File: src/rtl/ikaopm_timer_bank.sv
// Bank of NUM_CH up-counting interval timers with shared prescaler, sticky IRQ flags
// and a registered active-low combined interrupt.
module ikaopm_timer_bank #(
    parameter int unsigned NUM_CH  = 2,
    parameter int unsigned CNT_W   = 10,
    parameter int unsigned PRESC_W = 4
) (
    input  logic                      i_EMUCLK,
    input  logic                      i_MRST,
    input  logic                      i_phi1_NCEN_n,
    input  logic                      i_CYCLE_31,
    input  logic [NUM_CH*CNT_W-1:0]   i_RELOAD,
    input  logic [NUM_CH-1:0]         i_RUN,
    input  logic [NUM_CH-1:0]         i_PRESC_SEL,
    input  logic [NUM_CH-1:0]         i_ONESHOT,
    input  logic [NUM_CH-1:0]         i_IRQ_EN,
    input  logic [NUM_CH-1:0]         i_FRST,
    input  logic                      i_TEST_FAST,
    output logic [NUM_CH-1:0]         o_OVFL,
    output logic [NUM_CH-1:0]         o_FLAG,
    output logic [NUM_CH-1:0]         o_ACTIVE,
    output logic                      o_IRQ_n
);

    logic                 tick_r;
    logic [PRESC_W-1:0]   presc;
    logic                 presc_co;
    logic                 presc_co_z;

    logic [NUM_CH-1:0]    rst_r;
    logic [NUM_CH-1:0]    cen;
    logic [NUM_CH-1:0]    co;
    logic [NUM_CH-1:0]    co_z;
    logic [NUM_CH-1:0]    ld_nx;
    logic [NUM_CH-1:0]    sel_tick;
    logic [CNT_W-1:0]     cnt [NUM_CH];

    // Carry detection, next-load terms and per-channel count source
    always_comb begin
        presc_co = tick_r & (&presc);
        co       = '0;
        ld_nx    = '0;
        sel_tick = '0;
        for (int unsigned c = 0; c < NUM_CH; c++) begin
            co[c]       = cen[c] & (&cnt[c]);
            ld_nx[c]    = (i_RUN[c] & rst_r[c]) | co_z[c];
            sel_tick[c] = i_PRESC_SEL[c] ? presc_co_z : tick_r;
        end
    end

    // Shared sample-tick prescaler
    always_ff @(posedge i_EMUCLK) begin
        if (i_MRST) begin
            tick_r     <= 1'b0;
            presc      <= '0;
            presc_co_z <= 1'b0;
        end else if (!i_phi1_NCEN_n) begin
            tick_r     <= i_CYCLE_31;
            presc_co_z <= presc_co;
            if (tick_r) presc <= presc + PRESC_W'(1);
        end
    end

    // Channel control pipeline, flags and combined interrupt
    always_ff @(posedge i_EMUCLK) begin
        if (i_MRST) begin
            rst_r    <= '1;
            o_OVFL   <= '0;
            cen      <= '0;
            co_z     <= '0;
            o_ACTIVE <= '0;
            o_FLAG   <= '0;
            o_IRQ_n  <= 1'b1;
        end else if (!i_phi1_NCEN_n) begin
            rst_r   <= ~i_RUN;
            o_OVFL  <= ld_nx;
            co_z    <= co;
            cen     <= o_ACTIVE & ((i_RUN & sel_tick) | {NUM_CH{i_TEST_FAST}});
            o_FLAG  <= ~i_FRST & i_IRQ_EN & (o_FLAG | ld_nx);
            o_IRQ_n <= ~|o_FLAG;
            for (int unsigned c = 0; c < NUM_CH; c++) begin
                // rst_r both disarms and, together with RUN, detects the start edge
                if (rst_r[c])
                    o_ACTIVE[c] <= i_RUN[c];
                else if (i_ONESHOT[c] && co_z[c])
                    o_ACTIVE[c] <= 1'b0;
            end
        end
    end

    // Counters: clear beats load beats count
    always_ff @(posedge i_EMUCLK) begin
        if (i_MRST) begin
            for (int unsigned c = 0; c < NUM_CH; c++) cnt[c] <= '0;
        end else if (!i_phi1_NCEN_n) begin
            for (int unsigned c = 0; c < NUM_CH; c++) begin
                if (rst_r[c])
                    cnt[c] <= '0;
                else if (o_OVFL[c])
                    cnt[c] <= i_RELOAD[c*CNT_W +: CNT_W];
                else if (cen[c])
                    cnt[c] <= cnt[c] + CNT_W'(1);
            end
        end
    end

endmodule

File: config.mk
export PLATFORM = sky130hd
export DESIGN_NAME = ikaopm_timer_bank
export DESIGN_NICKNAME = d
export VERILOG_FILES = /design/src/rtl/ikaopm_timer_bank.sv
export SDC_FILE = /design/constraint.sdc
export NUM_CORES = 1
export LEC_CHECK = 0
export BUFFER_PORTS_ARGS = -buffer_cell sky130_fd_sc_hd__buf_2
export CAP_MARGIN = 20
export CORE_MARGIN = 5
export CORE_UTILIZATION = 55
export DETAILED_ROUTE_END_ITERATION = 12
export MAX_ROUTING_LAYER = met4
export PLACE_DENSITY_LB_ADDON = 0.1
export SLEW_MARGIN = 20
export SYNTH_ARGS = -nofsm -noshare
export SYNTH_HDL_FRONTEND = slang
export SYNTH_SLANG_ARGS = --single-unit
export TNS_END_PERCENT = 10
File: constraint.sdc
create_clock -name i_EMUCLK -period 3.02 [get_ports i_EMUCLK]
set_input_delay 0.151 -clock i_EMUCLK [delete_from_list [all_inputs] [get_ports i_EMUCLK]]
set_output_delay 0.151 -clock i_EMUCLK [all_outputs]
set_load 0.03 [all_outputs]
==> impl_metrics.yaml, run 1 <==
routing:
  detail_route.iter0.violations: 96
  vias_per_cell: 5.27
  drt_first_pass_iters: 4
  number_of_design_rule_violations_left_after_detail_routing: 0
  antenna_violating_nets_post_route: 0
  routed-via-count: 1587
  route.final.wire_length_um: 3930
  wire_per_inst_um: 13.0
synth:
  netlist_instances: 213
  synth-seq-cells: 39
  area_contributors_post_synth: "sky130_fd_sc_hd__edfxtp_1, sky130_fd_sc_hd__dfxtp_1, sky130_fd_sc_hd__nor2_1"
  ys_types: 39
  synth_common_cells: "sky130_fd_sc_hd__nor2_1, sky130_fd_sc_hd__edfxtp_1, sky130_fd_sc_hd__nand2_1"
  synthesis.area_per_instance_sq_um: 9.64
  postSynth.topFlopCell: "sky130_fd_sc_hd__edfxtp_1"
  library_cell_with_the_largest_summed_area_after_synthesis: "sky130_fd_sc_hd__edfxtp_1"
  synthesis.nets: 251
  most_used_standard_cell_by_instance_count_after_synthesis: "sky130_fd_sc_hd__nor2_1"
  synth_seq_area_share: 0.478
  synthDominantCellAreaShare: 0.293
  postSynth.asyncResetShare: 0
  synth_area_sq_um: 2050
  synthesis.yosys.warnings: 0
  synth_enable_flop_cells: 20
pwr:
  p_leak_nw: 0.895
  total_power_divided_by_cell_area_nw_per_um2: 448
  worst_ir_drop_vdd_mv: 0.267
  power.total_mw: 1.05
cts:
  cts_made_buffers: 5
  cts_setup_buffers: 0
  insertion_delay_ps: 280
  htreeDepth: 2
  tritoncts_sinks: 39
  cts.path.max_buffers: 2
  cts_resized: 0
  clock_pin_slew_on_the_worst_setup_and_hold_paths_ps: 70
  ctsRootBufferMaster: "sky130_fd_sc_hd__clkbuf_8"
  cts_tree: "yes"
  cts_hold_buffers: 0
cells_and_area:
  antenna_cells_inserted: 0
  final_util: 0.644
  finish.cell_count_without_fillers: 301
  fillers: 342
  seqCellArea_sq_um: 981
  final_layout_size_suffix_gt1_frac: 0.233
  layout-area-overhead-vs-synth_pct: 14.0
  design.final.nets: 290
  multi_input_comb_area_sq_um: 978
timing:
  rsz0062_at_grt: "no"
  finalHoldWorstSlack_ps: 110
  tightest_slew_ps: 974
  hold_viol_final: 0
  setup-violations-final: 0
  final.min_clock_period_ps: 1760
  timing.final.max_slew_violations: 0
  finalCritPeriodShare: 0.584
  fmaxAchievable_mhz: 567
  timing.slew.headroom: 0.350
  clock_skew_ps: 3.10
  setup-tns-final_ps: 0
grt:
  track_usage: 0.163
  global_route_wire_length_before_repair_um: 6470
  overflow: 0
  grt_antenna_before_repair: 0
  grt_start_max_net_pins: 31
  first_global_vias: 1454
worst_hold_path:
  min-delay-path-class: "primary input to register"
critical_path:
  cp_cell_sequence: "nor3_1 -> o21bai_1"
  critical_path.max_stage_delay_ps: 770
  critical_path.startpoint_type: "register"
  cp_max_fo: 10
  cp.buffers_inverters: 0
  worst_r2r_path_depth: 2
  worstSetupPathType: "register to register"
  rr_endpoint: "cnt[0][0]"
  worstSetupEndpoint: "cnt[0][0]"
  setup.worst_path.start: "rst_r[0]"
  r2r_setup_slk_ps: 1260
  family_of_cells_with_the_greatest_summed_delay_on_the_critical_path: "compound AO/OA/AOI/OAI gates"
  worst_ep_arrival_time_ps: 1670
  critical_path_depth: 2
  end_kind: "register"
  worstReg2RegStart: "rst_r[0]"
  cp_slowest_cell: "sky130_fd_sc_hd__o21bai_1"
  worstPathRequired_ps: 2930
place:
  gpl.final_weighted_congestion: 0.746
  port-buffer-count: 41
  hpwl_um: 2780
  dpl.cell_count: 293
run_status:
  status: "complete, no violations"
floorplan:
  core_area_sq_um: 3630
  io-pin-count: 42
  floorplan.initialDensity: 0.565
  die-width_um: 71.1
  die_h_um: 71.1
  die_area_sq_um: 5060
  row_count: 22
flow_run:
  cap_viol_max_count: 0
[through the flow]
step | cell area [sq um] | setup slack (ps)
after floorplan | 2050 | 1410
after global placement | 2260 | 1180
after detailed placement | 2260 | 1150
after CTS | 2340 | 1200
after global routing | 2340 | 1090
final | 2340 | 1260
[layer usage]
metal  part of all wire  GRT usage
met4              0.011     0.0438
met5                  0          -
met3              0.047     0.0355
met1               0.49      0.229
met2               0.45      0.238
[tightest hold or removal path: stages]
cell and delay, ps:
sky130_fd_sc_hd__buf_2 70, sky130_fd_sc_hd__mux2i_1 50, sky130_fd_sc_hd__nor2_1 80
[how the worst min path moves through the flow]
| stage | from | end | slack (ps) | cells past startpoint |
|---|---|---|---|---|
| final | i_CYCLE_31 | tick_r | 110 | 3 |
| after detailed placement | i_CYCLE_31 | tick_r | 400 | 3 |
| after global placement | i_CYCLE_31 | tick_r | 390 | 3 |
| after CTS | i_CYCLE_31 | tick_r | 100 | 3 |
| after global routing | i_CYCLE_31 | tick_r | 140 | 3 |
| after floorplan | i_RUN[1] | o_ACTIVE[1] | 290 | 2 |
[placed cells by master, fill, tap and decap left out, types with 5 or more instances in the layout]
cell and instances:
sky130_fd_sc_hd__nand2_1 20, sky130_fd_sc_hd__xor2_1 8, sky130_fd_sc_hd__nand4_1 8, sky130_fd_sc_hd__inv_1 7
sky130_fd_sc_hd__nand3_1 6, sky130_fd_sc_hd__clkbuf_8 5, sky130_fd_sc_hd__dfxtp_1 19, sky130_fd_sc_hd__edfxtp_1 20
sky130_fd_sc_hd__buf_2 41, sky130_fd_sc_hd__a211oi_1 6, sky130_fd_sc_hd__nor2_1 29, sky130_fd_sc_hd__mux2i_1 6
sky130_fd_sc_hd__o21ai_0 12, sky130_fd_sc_hd__a21oi_1 18, sky130_fd_sc_hd__xnor2_1 10
[where the power goes]
| part | internal (mW) | switching (mW) |
|---|---|---|
| Sequential | 0.581 | 0.0259 |
| Clock | 0.162 | 0.175 |
| Combinational | 0.0462 | 0.0574 |
[state kept, by name, summed over array words and instances (netlist names)]
name        count
co_z            2
o_FLAG          2
tick_r          1
cnt            20
presc_co_z      1
cen             2
o_ACTIVE        2
o_IRQ_n         1
rst_r           2
presc           4
o_OVFL          2
[cells by family (layout without fill, tap and decap cells)]
family          after synthesis  count (layout)  synth area share
compound gates               43              43             0.124
xor+xnor                     18              18            0.0768
fa+ha+maj                     3               3            0.0183
buf+inv                      17              57            0.0457
flops                        39              39             0.478
mux                           8               8            0.0402
simple gates                 85              85             0.218
[final cells by class]
| class | count | area share |
|---|---|---|
| timing repair buffer | 42 | 0.0909 |
| inverter | 7 | 0.0112 |
| tap | 48 | 0.0257 |
| clock inverter | 1 | 0.00214 |
| multi-input combinational | 157 | 0.418 |
| sequential | 39 | 0.419 |
| clock buffer | 7 | 0.0326 |
No activity file was read; power rests on OpenSTA's default activity.
==> run 2, diff against run 1 <==
Settings changed: ABC_AREA from default to 1.
Clock period 3.02 ns to 1.8 ns, I/O delays scaled along.
==> run 2 against run 1 <==
Hold slack worse by 72 ps. Routed wire length rose by 18%. Sequential cell count unchanged. Critical endpoint is now cnt[1][8]. Largest cell class is now multi-input combinational cells.
==> impl_metrics.yaml, run 2 <==
cells_and_area:
  layout-area-overhead-vs-synth_pct: 16.5
  fillers: 349
  final_layout_size_suffix_gt1_frac: 0.199
  layout_commonest_cell: "sky130_fd_sc_hd__nand2_1"
  max_flop_register: "cnt"
  antenna_cells_inserted: 0
  largest_register_ffs: 20
  biggestRegsByFlops: "cnt x20, presc x4"
  layout.cells.most_common_list: "sky130_fd_sc_hd__nand2_1, sky130_fd_sc_hd__buf_2, sky130_fd_sc_hd__nor2_1"
  design.final.nets: 374
  stdcell_area_sq_um: 2520
  multi_input_comb_area_sq_um: 1010
  seqCellArea_sq_um: 981
synth:
  postSynth.asyncResetShare: 0
  synth_area_sq_um: 2160
  area_contributors_post_synth: "sky130_fd_sc_hd__edfxtp_1, sky130_fd_sc_hd__dfxtp_1, sky130_fd_sc_hd__nand2_1"
  synthesis.area_per_instance_sq_um: 7.54
  synth_seq_area_share: 0.453
  postSynth.topFlopCell: "sky130_fd_sc_hd__edfxtp_1"
  synthesis.yosys.warnings: 0
  netlist_instances: 287
  library_cell_with_the_largest_summed_area_after_synthesis: "sky130_fd_sc_hd__edfxtp_1"
  synth_common_cells: "sky130_fd_sc_hd__nand2_1, sky130_fd_sc_hd__nor2_1, sky130_fd_sc_hd__inv_1"
  synthesis.nets: 325
  synth_enable_flop_cells: 20
  synth-seq-cells: 39
  ys_types: 32
  synthDominantCellAreaShare: 0.277
  most_used_standard_cell_by_instance_count_after_synthesis: "sky130_fd_sc_hd__nand2_1"
grt:
  grt_start_max_net_pins: 14
  grt_antenna_before_repair: 0
  first_global_vias: 1860
  global_route_wire_length_before_repair_um: 8060
  overflow: 0
  track_usage: 0.200
floorplan:
  row_count: 22
  die_h_um: 72.7
  floorplan.initialDensity: 0.578
  die-width_um: 72.7
  die_area_sq_um: 5290
  io-pin-count: 42
  core_area_sq_um: 3740
pwr:
  switching_share: 0.252
  power_share_of_the_clock_group: 0.320
  p_switching_uw: 449
  p_leak_nw: 1.12
  total_power_divided_by_cell_area_nw_per_um2: 705
  worst_ir_drop_vdd_mv: 0.570
  cell_internal_pwr_mw: 1.33
  power.combinational.fraction: 0.109
  power_frac_seq: 0.571
cts:
  cts_hold_buffers: 0
  htreeDepth: 2
  insertion_delay_ps: 300
  tritoncts_sinks: 39
  cts_setup_buffers: 0
  cts_made_buffers: 5
  ctsRootBufferMaster: "sky130_fd_sc_hd__clkbuf_8"
  cts_tree: "yes"
  cts_resized: 0
  clock_pin_slew_on_the_worst_setup_and_hold_paths_ps: 70
  cts.path.max_buffers: 2
timing:
  hold_viol_final: 0
  final.min_clock_period_ps: 1460
  timing.final.max_slew_violations: 0
  timing.slew.headroom: 0.757
  clock_skew_ps: 14.7
  rsz0062_at_grt: "no"
  setup-violations-final: 0
  tightest_slew_ps: 362
  fmaxAchievable_mhz: 687
  finalCritPeriodShare: 0.809
  setup-tns-final_ps: 0
critical_path:
  critical-path-top-cell-by-count: "sky130_fd_sc_hd__nand2_1"
  critical_path.max_stage_delay_ps: 370
  worst_ep_arrival_time_ps: 1520
  cp_slowest_cell: "sky130_fd_sc_hd__edfxtp_1"
  worstPathRequired_ps: 1860
  end_kind: "register"
  worstSetupPathType: "register to register"
  cp_cell_sequence: "ha_1 -> nand2_1 -> nor2_1 -> nand2_1 -> nand2_1 -> nand3_1 -> nand2_1 -> inv_1"
  cp_max_fo: 3
  critical_path.startpoint_type: "register"
run_status:
  status: "complete, no violations"
routing:
  drt_first_pass_iters: 4
  number_of_design_rule_violations_left_after_detail_routing: 0
  route.final.wire_length_um: 4640
  wire_per_inst_um: 12.1
  vias_per_cell: 5.14
  routed-via-count: 1978
  antenna_violating_nets_post_route: 0
  detail_route.iter0.violations: 183
place:
  hpwl_um: 3450
  post_dp_cell_area_sq_um: 2440
  gpl.final_weighted_congestion: 0.859
  port-buffer-count: 41
worst_hold_path:
  min-delay-path-class: "primary input to register"
flow_run:
  cap_viol_max_count: 0
run 2: power groups by stage:
stage | clock [mW] | combinational [mW] | sequential [mW]
finish | 0.569 | 0.193 | 1.02
global route | 0.624 | 0.221 | 1.02
CTS | 0.589 | 0.194 | 1.02
detailed placement | 0 | 0.193 | 1.04
global placement | 0 | 0.189 | 1.03
floorplan | 0 | 0.100 | 1.04
run 2: metal layers:
metal	wire, um	GRT usage	vias up
met5	0	-	-
met4	74	0.0738	0
met3	337	0.0455	5
met2	2040	0.309	60
met1	2190	0.258	872
li1	-	-	1041
run 2: worst paths after layout:
check / from / endpoint / slack [ps] / cells after the start
worst max-delay path: cnt[1][0] / cnt[1][8] / 340 / 8
worst min-delay path: i_RUN[0] / rst_r[0] / 40 / 2
worst max register to register: cnt[1][0] / cnt[1][8] / 340 / 8
worst min register to register: o_FLAG[0] / o_IRQ_n / 470 / 1
run 2: layout make-up:
cell class | count | share of cell area
inverters | 36 | 0.0536
multi-input cells | 207 | 0.402
clock buffers | 8 | 0.0318
flip-flops and latches | 39 | 0.389
repair buffers | 47 | 0.0993
well taps | 48 | 0.0238
run 2: cells by family (layout without fill, tap and decap cells):
logic type / count (synthesis) / count (layout) / synth area share
simple gates: 153 / 153 / 0.312
compound gates: 50 / 50 / 0.136
buf+inv: 41 / 91 / 0.0780
flops: 39 / 39 / 0.453
fa+ha+maj: 3 / 3 / 0.0173
xor+xnor: 1 / 1 / 0.00405
run 2: per-stage QoR:
step | setup slack (ps) | hold slack [ps] | util | std cells | power [mW]
2_1_floorplan | 204 | 190 | - | 287 | 1.14
3_3_place_gp | 381 | 325 | 0.652 | 377 | 1.22
3_5_place_dp | 352 | 332 | 0.652 | 377 | 1.23
4_1_cts | 340 | 24.7 | 0.673 | 385 | 1.80
5_1_grt | 215 | 26.6 | 0.673 | 385 | 1.87
6_report | 344 | 38.3 | 0.673 | 385 | 1.78
run 2: worst max-delay path, delay by kind of cell (launching register included):
kind | cells | cell delay [ps]
buffers and inverters | 1 | 30
AND/OR/NAND/NOR | 6 | 630
adder cells (fa/ha/maj) | 1 | 180
flip-flops | 1 | 370
